File: src/rtl/bfp_norm_ctrl_pkg.sv
// Shared types and width helpers for the block-floating-point normalizer.
package bfp_norm_ctrl_pkg;

    typedef enum logic {
        FILL  = 1'b0,
        DRAIN = 1'b1
    } state_e;

    // ceil(log2(n)), never below 1 so every derived vector has at least one bit.
    function automatic int clog2_min1(input int n);
        int w;
        w = 0;
        for (int i = 0; i < 32; i++) begin
            if ((1 << w) < n) w++;
        end
        return (w < 1) ? 1 : w;
    endfunction

    function automatic int enc_width(input int data_w);
        return clog2_min1(data_w);
    endfunction

    function automatic int cnt_width(input int blk_len);
        return clog2_min1(blk_len);
    endfunction

endpackage

File: src/rtl/bfp_norm_ctrl_lsd.sv
// Leading-sign detector: counts the redundant sign bits of a two's-complement word.
// All-zero and all-one words report a_width-1.
module DW_lsd
    import bfp_norm_ctrl_pkg::*;
#(
    parameter int a_width = 16
) (
    input  logic [a_width-1:0]            a,
    output logic [enc_width(a_width)-1:0] enc
);

    localparam int ENC_W = enc_width(a_width);

    logic [ENC_W-1:0] cnt_v;
    logic             run_v;

    // Walk down from the bit below the MSB until the first bit that differs from the sign.
    always_comb begin
        cnt_v = '0;
        run_v = 1'b1;
        for (int i = a_width - 2; i >= 0; i--) begin
            if (run_v && (a[i] == a[a_width-1])) begin
                cnt_v = cnt_v + ENC_W'(1);
            end else begin
                run_v = 1'b0;
            end
        end
        enc = cnt_v;
    end

endmodule

File: src/rtl/bfp_norm_ctrl.sv
// Block-floating-point normalizer: collects BLK_LEN samples, finds the smallest
// redundant-sign-bit count in the block, then replays every sample shifted left
// by that common amount together with the shift as the block exponent.
//
//   state | meaning
//   ------+---------------------------------------------------------------
//   FILL  | accepting samples into the buffer, tracking the block minimum
//   DRAIN | presenting normalized samples until the last one is taken
module bfp_norm_ctrl
    import bfp_norm_ctrl_pkg::*;
#(
    parameter int DATA_W  = 16,
    parameter int BLK_LEN = 8
) (
    input  logic                          clk,
    input  logic                          rst_n,
    input  logic                          clear,
    input  logic                          in_valid,
    output logic                          in_ready,
    input  logic [DATA_W-1:0]             in_data,
    output logic                          out_valid,
    input  logic                          out_ready,
    output logic [DATA_W-1:0]             out_data,
    output logic [enc_width(DATA_W)-1:0]  out_exp,
    output logic                          out_last
);

    localparam int ENC_W = enc_width(DATA_W);
    localparam int CNT_W = cnt_width(BLK_LEN);

    state_e             state_q, state_d;
    logic [CNT_W-1:0]   wr_cnt_q, wr_cnt_d;
    logic [CNT_W-1:0]   rd_cnt_q, rd_cnt_d;
    logic [ENC_W-1:0]   min_enc_q, min_enc_d;
    logic [DATA_W-1:0]  mem_q [BLK_LEN];

    logic [ENC_W-1:0]   enc;
    logic               accept;
    logic               xfer;
    logic               last_wr;
    logic               last_rd;
    logic [DATA_W-1:0]  data_shift;

    DW_lsd #(
        .a_width (DATA_W)
    ) u_lsd (
        .a   (in_data),
        .enc (enc)
    );

    // Shifting by the block minimum can never push a significant bit past the sign.
    assign data_shift = mem_q[rd_cnt_q] << min_enc_q;

    // Next-state, counter updates and handshake/output decode.
    always_comb begin
        state_d   = state_q;
        wr_cnt_d  = wr_cnt_q;
        rd_cnt_d  = rd_cnt_q;
        min_enc_d = min_enc_q;

        in_ready  = (state_q == FILL);
        out_valid = (state_q == DRAIN);
        accept    = in_valid && in_ready;
        xfer      = out_valid && out_ready;
        last_wr   = (wr_cnt_q == CNT_W'(BLK_LEN - 1));
        last_rd   = (rd_cnt_q == CNT_W'(BLK_LEN - 1));

        out_data  = out_valid ? data_shift : '0;
        out_exp   = out_valid ? min_enc_q : '0;
        out_last  = out_valid && last_rd;

        if (clear) begin
            state_d   = FILL;
            wr_cnt_d  = '0;
            rd_cnt_d  = '0;
            min_enc_d = '0;
        end else begin
            case (state_q)
                FILL: begin
                    if (accept) begin
                        if ((wr_cnt_q == '0) || (enc < min_enc_q)) begin
                            min_enc_d = enc;
                        end
                        if (last_wr) begin
                            wr_cnt_d = '0;
                            state_d  = DRAIN;
                        end else begin
                            wr_cnt_d = wr_cnt_q + CNT_W'(1);
                        end
                    end
                end
                DRAIN: begin
                    if (xfer) begin
                        if (last_rd) begin
                            rd_cnt_d = '0;
                            state_d  = FILL;
                        end else begin
                            rd_cnt_d = rd_cnt_q + CNT_W'(1);
                        end
                    end
                end
                default: state_d = FILL;
            endcase
        end
    end

    // Control state register.
    always_ff @(posedge clk or negedge rst_n) begin
        if (!rst_n) begin
            state_q   <= FILL;
            wr_cnt_q  <= '0;
            rd_cnt_q  <= '0;
            min_enc_q <= '0;
        end else begin
            state_q   <= state_d;
            wr_cnt_q  <= wr_cnt_d;
            rd_cnt_q  <= rd_cnt_d;
            min_enc_q <= min_enc_d;
        end
    end

    // Sample buffer; stale contents are harmless since every slot is rewritten before a drain.
    always_ff @(posedge clk) begin
        if (accept && !clear) begin
            mem_q[wr_cnt_q] <= in_data;
        end
    end

endmodule
File: config.mk
export PLATFORM = sky130hd
export DESIGN_NAME = bfp_norm_ctrl
export DESIGN_NICKNAME = d
export VERILOG_FILES = /design/src/rtl/bfp_norm_ctrl_pkg.sv /design/src/rtl/bfp_norm_ctrl_lsd.sv /design/src/rtl/bfp_norm_ctrl.sv
export SDC_FILE = /design/constraint.sdc
export NUM_CORES = 1
export LEC_CHECK = 0
export ABC_AREA = 1
export CORE_ASPECT_RATIO = 0.8
export CORE_MARGIN = 1
export CORE_UTILIZATION = 35
export DETAILED_ROUTE_END_ITERATION = 10
export DONT_BUFFER_PORTS = 1
export GPL_TIMING_DRIVEN = 0
export SETUP_SLACK_MARGIN = 0.2
export SLEW_MARGIN = 40
export SYNTH_ARGS = -nofsm -noshare
export SYNTH_HDL_FRONTEND = slang
export SYNTH_SLANG_ARGS = --single-unit
File: constraint.sdc
create_clock -name clk -period 8.35 [get_ports clk]
set_input_delay 2.505 -clock clk [delete_from_list [all_inputs] [get_ports clk]]
set_output_delay 2.505 -clock clk [all_outputs]
set_load 0.005 [all_outputs]
==> metrics.txt <==
area added between synthesis and finish 15.49%; total number of vias between 5000 and 6000; global-route wire length before repair about 30 mm; Crit path top cell by count nand2_1; final cell count without fillers roughly 1100; crit path buf inv count 7; yosys warns 0; Iter 0 DRT Violations roughly 450; Slew Limit Fails 0; Period minus WS final 7.587 ns; Post-Synthesis Cells around 800; gpl congestion between 0.8 and 0.9; clk slew on worst S/H paths ~0.060 ns; WL final just under 20 mm; Max Fclk between 100 and 150 MHz; Post-route DRC 0; share of layout cells above drive strength 1 between 10 and 15%; top-area cell type share of the netlist area between 50 and 60%; Detail Route Antenna Nets 0; n_diodes 0; part of the Yosys area used for sequential elements between 50% and 60%; Worst Tran Pin Value a little over 0.6 ns; row count 47; GRT Overall Usage between 15 and 20%; crit path DAT just under 8 ns; TritonCTS Sinks 139; Post-CTS Resized 0; Die Wd around 160 um; hold_buf cts 0; post-synth net total 852; CP Capture Type flip-flop; Primary FF master, synth edfxtp_1; final hold vios 0; IO Port Bufs 0; fillers between 1500 and 2000; Die H 132.3 um; path type of the worst min-delay path reg -> reg; power density cells roughly 190 nW/um^2; die area 21800 um^2; Synth Cell Area ~7400 um^2; Clk Latency, worst-skew pair about 0.43 ns; CP Launch Type primary input; power share of the sequential group between 40% and 50%; Combinational Power Share approximately 8.2%; cts bufs inserted 17; Via-to-Cell Ratio between 5 and 6; I/O pins 44; unrepaired setup endpoints after global routing false; drt pass-1 iters 5; Worst slew margin ~60%; Post-synth EDFFs between 100 and 150; post-DR wirelength/cell around 17 um; worst setup path category in -> reg; area leader, netlist edfxtp_1; Leak approximately 3.4 nW; clock group share of total power 44.7%; Peak VDD IR 0.1283 mV; top cells by area, synth edfxtp_1, nand2_1, o21ai_0, nor2_1, dfrtp_1; Core Region 20760 um^2; Tcrit/Tclk final roughly 91%; number of placed instances, taps included ~1100; sw frac 23.60%; commonest cells after routing, fill and taps aside nand2_1, edfxtp_1, o21ai_0, nor2_1, inv_1; Largest delay share family, worst path simple AND/OR/NAND/NOR gates; post-detail-place hpwl between 10 and 15 mm; CTS tree done; commonest non-fill, non-tap cell in the layout nand2_1; final setup fails 0; grt total ovfl 0; internal power approximately 0.0013 W; P_sw 0.0003880 W; Setup Buffers After CTS 0; slowest stage cell, crit path ha_1; largest net degree at the start of global routing 17; Synth cell types 40; Overall Power around 0.0016 W; Root Buffer clkbuf_16; worst stage delay on the critical path 0.30 ns; outcome finished, final reports clean; Clock Skews ~0.0075 ns; Initial Util approximately 36%; Critical Path Fanout Max 15; CP Data Required Time between 8 and 9 ns; fin nets ~880; FF+latch count, synth 139; htree depth 4; Longest Clk Path Bufs 2; setup TNS 0 ns; FFs w/ async S/R, synth under 10%; MaxCap Viol Count 0; initial antenna violation count 0; via count of the first global-routing pass 5302; Mean Syn Cell Area 9.144 um^2
## layout make-up
cell class	instances	area, um^2	share of cell area (%)
clock buffers	19	432.9	5.049
multi-input cells	569	2999	34.98
repair buffers	8	145.1	1.693
flip-flops and latches	139	4119	48.04
plain buffers	34	137.6	1.605
well taps	269	336.6	3.925
clock inverters	13	141.4	1.649
inverters	70	262.8	3.064
## stage by stage
step                      util [%]  setup WS, ns  area, um^2  hold slack [ns]
final                        41.31        0.7625        8574           0.5623
after global routing         41.31        0.2204        8574           0.6259
after CTS                    41.14        0.6319        8541           0.5630
after detailed placement     38.38        0.2035        7966           0.5490
after global placement       37.39        0.2392        7761           0.5474
after floorplan                  -         1.019        7425           0.4924
## sequential cells by signal, indices dropped and copies added, names as in the netlist
signal and cells:
wr_cnt_q 3, min_enc_q 4, out_valid 1, mem_q 128, rd_cnt_q 3
## worst reg2reg max path: stages, from the launching register on
cell and delay, ns:
dfrtp_1 0.43, inv_1 0.12, nand2_1 0.07, nor2_1 0.24, nand2_1 0.33, nor2_4 0.42, buf_8 0.20
## power by group through the flow
stage               Combinational (W)  Sequential [W]  Clock [W]
detailed placement           0.000130        0.000789          0
global placement             0.000124        0.000790          0
global route                 0.000154        0.000776   0.000769
floorplan                   0.0000973        0.000789          0
finish                       0.000135        0.000775   0.000734
CTS                          0.000132        0.000775   0.000740
## path summary, 6_finish.rpt
| path | startpoint | end | slack [ns] | cells past startpoint |
|---|---|---|---|---|
| worst max register to register | out_valid$_DFF_PN0_ | mem_q[6][10]$_DFFE_PP_ | 6.24 | 6 |
| worst max-delay path | in_data[15] | min_enc_q[0]$_DFFE_PN0P_ | 0.76 | 45 |
| min in group asynchronous | rst_n | wr_cnt_q[2]$_DFFE_PN0P_ | 1.78 | 0 |
| max in group asynchronous | rst_n | min_enc_q[1]$_DFFE_PN0P_ | 6.50 | 0 |
| worst min register to register | min_enc_q[3]$_DFFE_PN0P_ | min_enc_q[3]$_DFFE_PN0P_ | 0.56 | 2 |
| worst min-delay path | min_enc_q[3]$_DFFE_PN0P_ | min_enc_q[3]$_DFFE_PN0P_ | 0.56 | 2 |
## cell families after synthesis
kind of cell | after synthesis | share of synthesized area [%]
AOI/OAI and AO/OA | 173 | 13.11
xor gates and xnor gates | 4 | 0.4719
adders and majority gates | 19 | 3.202
buffers and inverters | 104 | 5.393
DFF | 139 | 55.48
muxes | 3 | 0.4045
and+or+nand+nor | 370 | 21.94
## routing by layer
layer / routed length, um / GRT usage [%]
met2: 8681 / 28.66
met5: 0 / 0
met1: 9206 / 25.94
met4: 251 / 5.097
met3: 1137 / 3.964
## Yosys cell counts (4+ instances only)
cell type / count
a21oi_1: 13
a21oi_2: 4
clkbuf_1: 30
dfrtp_1: 11
edfxtp_1: 128
ha_1: 19
inv_1: 63
inv_2: 5
nand2_1: 196
nand2_2: 13
nand3_1: 35
nand3b_1: 4
nand4_1: 5
nor2_1: 99
o21ai_0: 106
o21ai_1: 5
o22ai_1: 33
or2_1: 4
(Power assumes the default switching activity.)
